**config.mk**
```make
export PLATFORM = sky130hd
export DESIGN_NAME = jcontrol_seq
export DESIGN_NICKNAME = d
export VERILOG_FILES = /design/src/rtl/jcpu_pkg.sv /design/src/rtl/jphase_gen.sv /design/src/rtl/jcontrol_seq.sv
export SDC_FILE = /design/constraint.sdc
export NUM_CORES = 1
export LEC_CHECK = 0
export ABC_AREA = 1
export CORE_AREA = 4 4 66 68
export DETAILED_ROUTE_END_ITERATION = 6
export DIE_AREA = 0 0 70 72
export GPL_ROUTABILITY_DRIVEN = 0
export GPL_TIMING_DRIVEN = 0
export MAX_ROUTING_LAYER = met4
export PLACE_DENSITY = 0.61
export SYNTH_ARGS = -nofsm -noshare
export SYNTH_HDL_FRONTEND = slang
export SYNTH_SLANG_ARGS = --single-unit
```
**constraint.sdc**
```tcl
create_clock -name clk -period 1.3 [get_ports clk]
set_input_delay 0.13 -clock clk [delete_from_list [all_inputs] [get_ports clk]]
set_output_delay 0.13 -clock clk [all_outputs]
set_load 0.01 [all_outputs]
```
**src/rtl/jcpu_pkg.sv**
```systemverilog
// Shared constants for the CPU control sequencer: opcodes, ALU codes,
// bus-enable / set-strobe bit positions and quarter-step phase values.
package jcpu_pkg;

    localparam logic [3:0] OP_LD    = 4'b0000;
    localparam logic [3:0] OP_ST    = 4'b0001;
    localparam logic [3:0] OP_DATA  = 4'b0010;
    localparam logic [3:0] OP_JMPR  = 4'b0011;
    localparam logic [3:0] OP_JMP   = 4'b0100;
    localparam logic [3:0] OP_JMPIF = 4'b0101;
    localparam logic [3:0] OP_CLF   = 4'b0110;
    localparam logic [3:0] OP_IO    = 4'b0111;

    localparam logic [2:0] ALU_ADD = 3'b000;
    localparam logic [2:0] ALU_SHR = 3'b001;
    localparam logic [2:0] ALU_SHL = 3'b010;
    localparam logic [2:0] ALU_NOT = 3'b011;
    localparam logic [2:0] ALU_AND = 3'b100;
    localparam logic [2:0] ALU_OR  = 3'b101;
    localparam logic [2:0] ALU_XOR = 3'b110;
    localparam logic [2:0] ALU_CMP = 3'b111;

    localparam int EN_BUS1 = 7;
    localparam int EN_IAR  = 6;
    localparam int EN_RAM  = 5;
    localparam int EN_ACC  = 4;
    localparam int EN_REG0 = 0;

    localparam int SET_IAR   = 11;
    localparam int SET_MAR   = 10;
    localparam int SET_IR    = 9;
    localparam int SET_ACC   = 8;
    localparam int SET_TMP   = 7;
    localparam int SET_RAM   = 6;
    localparam int SET_FLAGS = 5;
    localparam int SET_REG0  = 1;

    localparam logic [1:0] PH_IDLE = 2'd0;
    localparam logic [1:0] PH_1    = 2'd1;
    localparam logic [1:0] PH_SET  = 2'd2;
    localparam logic [1:0] PH_3    = 2'd3;

    typedef enum logic {
        SEQ_HALT = 1'b0,
        SEQ_RUN  = 1'b1
    } seq_state_t;

    function automatic logic [3:0] reg_sel(input logic [1:0] r);
        reg_sel = 4'b0001 << r;
    endfunction

endpackage

```
**src/rtl/jphase_gen.sv**
```systemverilog
// Quarter-step phase counter and one-hot six-step ring, parked at
// step 1 / phase 0 while halted.
import jcpu_pkg::*;

module jphase_gen (
    input  logic       clk,
    input  logic       reset,
    input  logic       i_run,
    input  logic       i_step_req,
    output logic [5:0] o_step,
    output logic [1:0] o_phase,
    output logic       o_halted
);

    seq_state_t r_state, w_state_nxt;
    logic [1:0] r_phase, w_phase_nxt;
    logic [5:0] r_step,  w_step_nxt;

    always_ff @(posedge clk) begin
        if (reset) begin
            r_state <= SEQ_HALT;
            r_phase <= PH_IDLE;
            r_step  <= 6'b000001;
        end else begin
            r_state <= w_state_nxt;
            r_phase <= w_phase_nxt;
            r_step  <= w_step_nxt;
        end
    end

    always_comb begin
        w_state_nxt = r_state;
        w_phase_nxt = r_phase;
        w_step_nxt  = r_step;
        unique case (r_state)
            SEQ_HALT: begin
                // The parked cycle doubles as phase 0 of step 1.
                if (i_run || i_step_req) begin
                    w_state_nxt = SEQ_RUN;
                    w_phase_nxt = PH_1;
                end
            end
            SEQ_RUN: begin
                w_phase_nxt = r_phase + 2'd1;
                if (r_phase == PH_3) begin
                    w_step_nxt = {r_step[4:0], r_step[5]};
                    if (r_step[5] && !i_run)
                        w_state_nxt = SEQ_HALT;
                end
            end
            default: w_state_nxt = SEQ_HALT;
        endcase
    end

    assign o_step   = r_step;
    assign o_phase  = r_phase;
    assign o_halted = (r_state == SEQ_HALT);

endmodule

```
**src/rtl/jcontrol_seq.sv**
```systemverilog
// Control sequencer: fetch/execute step decode into bus enables, register
// set strobes and ALU operation, timed by jphase_gen.
import jcpu_pkg::*;

module jcontrol_seq (
    input  logic        clk,
    input  logic        reset,
    input  logic        run,
    input  logic        step_req,
    input  logic [7:0]  ir,
    input  logic [3:0]  flags,
    output logic [5:0]  step,
    output logic [1:0]  phase,
    output logic        halted,
    output logic [7:0]  en,
    output logic [11:0] set,
    output logic [2:0]  alu_op
);

    logic [5:0]  w_step;
    logic [1:0]  w_phase;
    logic        w_halted;
    logic [7:0]  w_en_s;
    logic [11:0] w_set_s;
    logic [2:0]  w_alu_s;
    logic [1:0]  w_ra, w_rb;

    jphase_gen u_phase (
        .clk        (clk),
        .reset      (reset),
        .i_run      (run),
        .i_step_req (step_req),
        .o_step     (w_step),
        .o_phase    (w_phase),
        .o_halted   (w_halted)
    );

    assign w_ra = ir[3:2];
    assign w_rb = ir[1:0];

    // Per-step controls before phase gating.
    always_comb begin
        w_en_s  = '0;
        w_set_s = '0;
        w_alu_s = ALU_ADD;
        if (w_step[0]) begin
            w_en_s[EN_BUS1]  = 1'b1;
            w_en_s[EN_IAR]   = 1'b1;
            w_set_s[SET_MAR] = 1'b1;
            w_set_s[SET_ACC] = 1'b1;
        end else if (w_step[1]) begin
            w_en_s[EN_RAM]  = 1'b1;
            w_set_s[SET_IR] = 1'b1;
        end else if (w_step[2]) begin
            w_en_s[EN_ACC]   = 1'b1;
            w_set_s[SET_IAR] = 1'b1;
        end else if (ir[7]) begin
            if (w_step[3]) begin
                w_en_s[EN_REG0 +: 4] = reg_sel(w_rb);
                w_set_s[SET_TMP]     = 1'b1;
            end else if (w_step[4]) begin
                w_en_s[EN_REG0 +: 4] = reg_sel(w_ra);
                w_set_s[SET_ACC]     = 1'b1;
                w_set_s[SET_FLAGS]   = 1'b1;
                w_alu_s              = ir[6:4];
            end else if (w_step[5] && ir[6:4] != ALU_CMP) begin
                w_en_s[EN_ACC]         = 1'b1;
                w_set_s[SET_REG0 +: 4] = reg_sel(w_rb);
            end
        end else begin
            unique case (ir[7:4])
                OP_LD: begin
                    if (w_step[3]) begin
                        w_en_s[EN_REG0 +: 4] = reg_sel(w_ra);
                        w_set_s[SET_MAR]     = 1'b1;
                    end else if (w_step[4]) begin
                        w_en_s[EN_RAM]         = 1'b1;
                        w_set_s[SET_REG0 +: 4] = reg_sel(w_rb);
                    end
                end
                OP_ST: begin
                    if (w_step[3]) begin
                        w_en_s[EN_REG0 +: 4] = reg_sel(w_ra);
                        w_set_s[SET_MAR]     = 1'b1;
                    end else if (w_step[4]) begin
                        w_en_s[EN_REG0 +: 4] = reg_sel(w_rb);
                        w_set_s[SET_RAM]     = 1'b1;
                    end
                end
                OP_DATA: begin
                    if (w_step[3]) begin
                        w_en_s[EN_BUS1]  = 1'b1;
                        w_en_s[EN_IAR]   = 1'b1;
                        w_set_s[SET_MAR] = 1'b1;
                        w_set_s[SET_ACC] = 1'b1;
                    end else if (w_step[4]) begin
                        w_en_s[EN_RAM]         = 1'b1;
                        w_set_s[SET_REG0 +: 4] = reg_sel(w_rb);
                    end else if (w_step[5]) begin
                        w_en_s[EN_ACC]   = 1'b1;
                        w_set_s[SET_IAR] = 1'b1;
                    end
                end
                OP_JMPR: begin
                    if (w_step[3]) begin
                        w_en_s[EN_REG0 +: 4] = reg_sel(w_rb);
                        w_set_s[SET_IAR]     = 1'b1;
                    end
                end
                OP_JMP: begin
                    if (w_step[3]) begin
                        w_en_s[EN_IAR]   = 1'b1;
                        w_set_s[SET_MAR] = 1'b1;
                    end else if (w_step[4]) begin
                        w_en_s[EN_RAM]   = 1'b1;
                        w_set_s[SET_IAR] = 1'b1;
                    end
                end
                OP_JMPIF: begin
                    // Step 5 loads the fall-through address; step 6 overrides it when taken.
                    if (w_step[3]) begin
                        w_en_s[EN_BUS1]  = 1'b1;
                        w_en_s[EN_IAR]   = 1'b1;
                        w_set_s[SET_MAR] = 1'b1;
                        w_set_s[SET_ACC] = 1'b1;
                    end else if (w_step[4]) begin
                        w_en_s[EN_ACC]   = 1'b1;
                        w_set_s[SET_IAR] = 1'b1;
                    end else if (w_step[5] && (ir[3:0] & flags) != 4'b0000) begin
                        w_en_s[EN_RAM]   = 1'b1;
                        w_set_s[SET_IAR] = 1'b1;
                    end
                end
                OP_CLF: begin
                    if (w_step[3]) begin
                        w_en_s[EN_BUS1]    = 1'b1;
                        w_set_s[SET_FLAGS] = 1'b1;
                    end
                end
                default: ;
            endcase
        end
    end

    assign step   = w_step;
    assign phase  = w_phase;
    assign halted = w_halted;
    assign en     = (w_phase != PH_IDLE) ? w_en_s  : 8'h00;
    assign set    = (w_phase == PH_SET)  ? w_set_s : 12'h000;
    assign alu_op = (w_phase != PH_IDLE) ? w_alu_s : ALU_ADD;

endmodule

```
Word-level counts from Yosys, hierarchy flattened --
Index checks and enable logic that the tools add are counted.
Storage, ports and cells: bits in registers 9, word-level logic and storage cells 109, memories 0, output and inout port bits 32, bits in read-only memories 0, memory bits (writable) 0, latch bits 0
Cells by class: multipliers 0, eq/ne operators 10, order comparisons 0, bitwise gates (word level) 2, reduce and logical (&&, ||, !) cells 13, add/subtract/negate cells 1, divide/modulo/power cells 0, shifts and indexed selects 2, multiplexer cells 78
Operator list (number):
- 4-bit two-way mux | 11
- 1-bit two-way mux | 32
- 3-bit two-way mux | 9
- 8-bit two-way mux | 3
- 5-bit two-way mux | 4
- 2-bit two-way mux | 8
- 4-bit by 3-bit == test with 1-bit output, second input constant | 3
- 12-bit two-way mux | 1
- 4-bit case mux with 3 select lines | 1
- 4-bit by 2-bit == test with 1-bit output, second input constant | 2
- 1-bit case mux with 2 select lines | 4
- 1-bit by 2-bit << shifter with 4-bit output, first input constant | 2
- 7-bit two-way mux | 1
- 6-bit two-way mux | 1
- 2-bit OR reduction | 3
- 5-bit OR reduction | 1
- 4-bit bitwise AND | 1
- 2-bit == test, second input constant | 2
- 4-bit by 1-bit == test with 1-bit output, second input constant | 1
- 4-bit logical NOT | 1
- 1-bit case mux with 4 select lines | 1
- 2-bit case mux with 2 select lines | 1
- 4-bit nonzero test | 1
- 1-bit logical AND | 3
- other kinds (9) | 9

Longest topological paths before layout --
word-level depth 12, mapped depth 9, depth with buffers taken out 9

Cells and area by module --
A second synthesis with hierarchy kept.
Unflattened totals: cell total of the unflattened synthesis 208, area, all modules 1087.3 um^2
By module, submodules not included:
- jcontrol_seq | times used 1, cells an instance 165, area an instance 750.7 um^2
- jphase_gen | times used 1, cells an instance 43, area an instance 336.6 um^2

Least setup slack after synthesis --
No wires, ideal clock.
path kind register to output, start register u_phase.r_phase[0], in the netlist u_phase.o_phase[0], end output port alu_op[2], data required time 1.170 ns, cell stages (with the launch flop) 6, setup slack -0.139 ns, arrival 1.309 ns, buffers on the path 0, cell sequence dfxtp_1 inv_1 ha_1 inv_1 nand3_1 nor4_1
On the way: word-level cells in the longest chain between the ends 2
Ends and longest elaborated chain:
- start, declared | line jphase_gen.sv:16 | logic [1:0] r_phase, w_phase_nxt;
- start signal, assigned | line jphase_gen.sv:26 | r_phase <= w_phase_nxt;
- 2-bit nonzero test | line jcontrol_seq.sv:150 | assign alu_op = (w_phase != PH_IDLE) ? w_alu_s : ALU_ADD;
- 3-bit two-way mux | line jcontrol_seq.sv:150
- end, declared | line jcontrol_seq.sv:17 | output logic [2:0] alu_op
No other way between the ends.

Worst setup path after layout --
start register u_phase.r_step[3], in the netlist u_phase.o_step[3], end output port set[8]
On the way: word-level cells in the longest chain between the ends 7
Ends and longest elaborated chain:
- start, declared | line jphase_gen.sv:17 | logic [5:0] r_step, w_step_nxt;
- start signal, assigned | line jphase_gen.sv:27 | r_step <= w_step_nxt;
- 1-bit two-way mux | line jcontrol_seq.sv:91, jcontrol_seq.sv:121
- 1-bit two-way mux
- 1-bit two-way mux * | line jcontrol_seq.sv:57 | end else if (ir[7]) begin
- 8-bit two-way mux * | line jcontrol_seq.sv:54 | end else if (w_step[2]) begin
- 8-bit two-way mux * | line jcontrol_seq.sv:51 | end else if (w_step[1]) begin
- 1-bit two-way mux * | line jcontrol_seq.sv:46 | if (w_step[0]) begin
- 12-bit two-way mux * | line jcontrol_seq.sv:149 | assign set = (w_phase == PH_SET) ? w_set_s : 12'h000;
- end, declared | line jcontrol_seq.sv:16 | output logic [11:0] set,
Mark *: on every way between the ends. The rest lies on a longest branch, timed or not.

==> impl_metrics.csv <==
group,metric,value,unit
synthesis,synth.distinct_cells,26,
setup_path,path_max_fanout,10,
sta,setup_viol,21,
clock_network,cts_tree,"yes",
sta,clock.fmax,649,MHz
clock_network,cts_buffers,3,
drt,route.detailed.drc,0,
placement,io_buffers,46,
cells_and_area,nNetsFinal,295,
synthesis,synth_edf_count,0,
synthesis,synthSimpleGateAreaFrac,0.469,
floorplanning,design.core.area,3860,µm²
floorplanning,initial_utilization,0.281,
cells_and_area,diodes,0,
setup_path,critPathCaptureType,"primary output",
sta,post-route-period-util,1.19,
status,status,"complete, but fails checks",
synthesis,synth_compound_area_frac,0.180,
sta,hold_viol_final,0,
drt,antenna_left,0,
placement,dp.final_hpwl,2.91,mm
synthesis,yosysSeqAreaShare,0.166,
drt,via_count,1553,
cells_and_area,mostFrequentLayoutCells,"nand2_1 (32), buf_4 (30), buf_2 (22)",
cells_and_area,area_growth,87.9,%
grt,grt_overflow,0,
setup_path,cp.arrival,1410,ps
clock_network,clk_pin_slew,50,ps
synthesis,synthAdderAreaFrac,0.0346,
drt,wl,4.12,mm
synthesis,syn_nets,211,
cells_and_area,layout-drive-gt1-share,0.476,
cells_and_area,fin_cells,325,
floorplanning,fp.dieH,72,µm
sta,finClkSkew,1.20,ps
power,total_leakage_power,0.990,nW
grt,grt_max_degree,11,
placement,placed_cells,288,
sta,layout_setup_ws,-241,ps
clock_network,clock_latency,230,ps
cells_and_area,final_common_cell,"nand2_1",
drt,first_iter_violations,87,
drt,detailedRoute.firstPassIterationCount,4,
synthesis,synthArstFlopShare,0,
synthesis,avgSynthCellArea,5.64,µm²
placement,place_area,1630,µm²
setup_path,critPathKind,"reg2out",
grt,grt_first_pass_wirelength,7.12,mm
synthesis,netlist_area,1080,µm²
drt,vias_per_cell,4.78,
power,p_per_area,476,nW/µm²
clock_network,clk_path_buf_depth,2,
drt,routedWlPerCell,12.7,µm
clock_network,clk_root_buffer_cell,"clkbuf_8",
clock_network,cts_max_level,1,
sta,whs,464,ps
cells_and_area,fin_util,0.528,
flow_run,drv_cap,0,
synthesis,ys_ff_latch,9,
floorplanning,ios,48,
synthesis,netlist_instances,192,
synthesis,yosys_warnings,0,
floorplanning,dieWidth,70,µm
sta,rsz0062_at_grt,"true",
cells_and_area,finalInstanceArea,2040,µm²
status,violations,"setup timing",
sta,finalMaxSlewViolations,0,
clock_network,clock-sinks,9,
grt,first_global_vias,1580,
floorplanning,dieArea,5040,µm²
setup_path,cp.required,1170,ps
synthesis,muxShareOfSynthArea,0,
power,peakVddDrop,0.000488,V
sta,min_period,1540,ps
grt,antenna_found_initial,0,
synthesis,synth_top_family_by_area,"simple AND/OR/NAND/NOR gates",
synthesis,synth-main-ff-cell,"dfxtp_1",
worst_hold_path,hold_path.class,"in2reg",
setup_path,start_kind,"flip-flop",
synthesis,synth_xor_area_frac,0,
floorplanning,num_rows,23,
grt,track_usage,0.177,
routing by layer:
layer | share of wire | vias to the layer above | track usage
li1 | - | 795 | -
met1 | 0.43 | 705 | 0.215
met2 | 0.50 | 47 | 0.302
met3 | 0.058 | 6 | 0.0332
met4 | 0.0097 | 0 | 0.0511
met5 | 0 | - | -
timing repair:
item / CTS / global route
pin swaps: 19 / 17
endpoints found under the setup margin: 28 / 25
hold buffers: 0 / 0
resized for setup: 164 / 24
setup buffers: 28 / 5
worst max-delay path: stages, from the launching register on:
cell,delay [ps]
dfxtp_4,400
buf_4,180
nor2_1,60
nor3_1,180
nand2_1,90
a21oi_2,130
buf_2,140
flip-flops by register name (all words and copies together) (netlist names):
name	cells
u_phase.r_state	1
u_phase.o_phase	2
u_phase.o_step	6
report_power, final:
group | internal, W | switching [W]
sequential | 0.000279 | 0.0000141
clock | 0.000214 | 0.000114
combinational | 0.000158 | 0.000191
layout make-up:
cell class                 count  area (µm²)
fill                         380        1820
multi-input combinational    143         936
timing repair buffer          79         594
sequential                     9         205
inverter                      36         155
tap                           50        62.6
clock buffer                   4        45.0
buffer                         4        37.5
final timing paths:
path                                                 startpoint                               to  slack (ps)  cells past startpoint
worst max-delay path             u_phase.o_step[3]$_SDFFE_PP0P_                           set[8]        -240                      6
worst min-delay path                                      reset  u_phase.o_phase[1]$_SDFFE_PP0P_         460                      2
worst max register to register  u_phase.o_phase[1]$_SDFFE_PP0P_       u_phase.r_state$_SDFF_PP0_          80                      7
worst min register to register       u_phase.r_state$_SDFF_PP0_  u_phase.o_phase[1]$_SDFFE_PP0P_         510                      2
cells in the mapped netlist, drive strengths merged, types with 3 or more instances:
master  instances  area, µm²
buf             4       22.5
nand2          43        174
o21ai          12       60.1
nand3          23        130
nor3            7       40.0
ha              3       37.5
nor2           25        126
a31oi           4       25.0
inv            34        128
o211ai          3       22.5
nand4           5       31.3
a21oi          16       87.6
dfxtp           9        180
per-stage QoR:
stage / setup slack (ps) / total power, W / setup TNS (ps)
2_1_floorplan: 14.8 / 0.000439 / 0
3_3_place_gp: -844 / 0.000572 / -15800
3_5_place_dp: -839 / 0.000571 / -15750
4_1_cts: -247 / 0.000948 / -3700
5_1_grt: -413 / 0.00104 / -6070
6_report: -241 / 0.000970 / -3840
cells by family after synthesis:
family	count (synthesis)
and+or+nand+nor	104
AOI/OAI and AO/OA	35
other	1
adders and majority gates	3
buffers and inverters	40
DFF	9
Power figures use the tool's default switching activity.
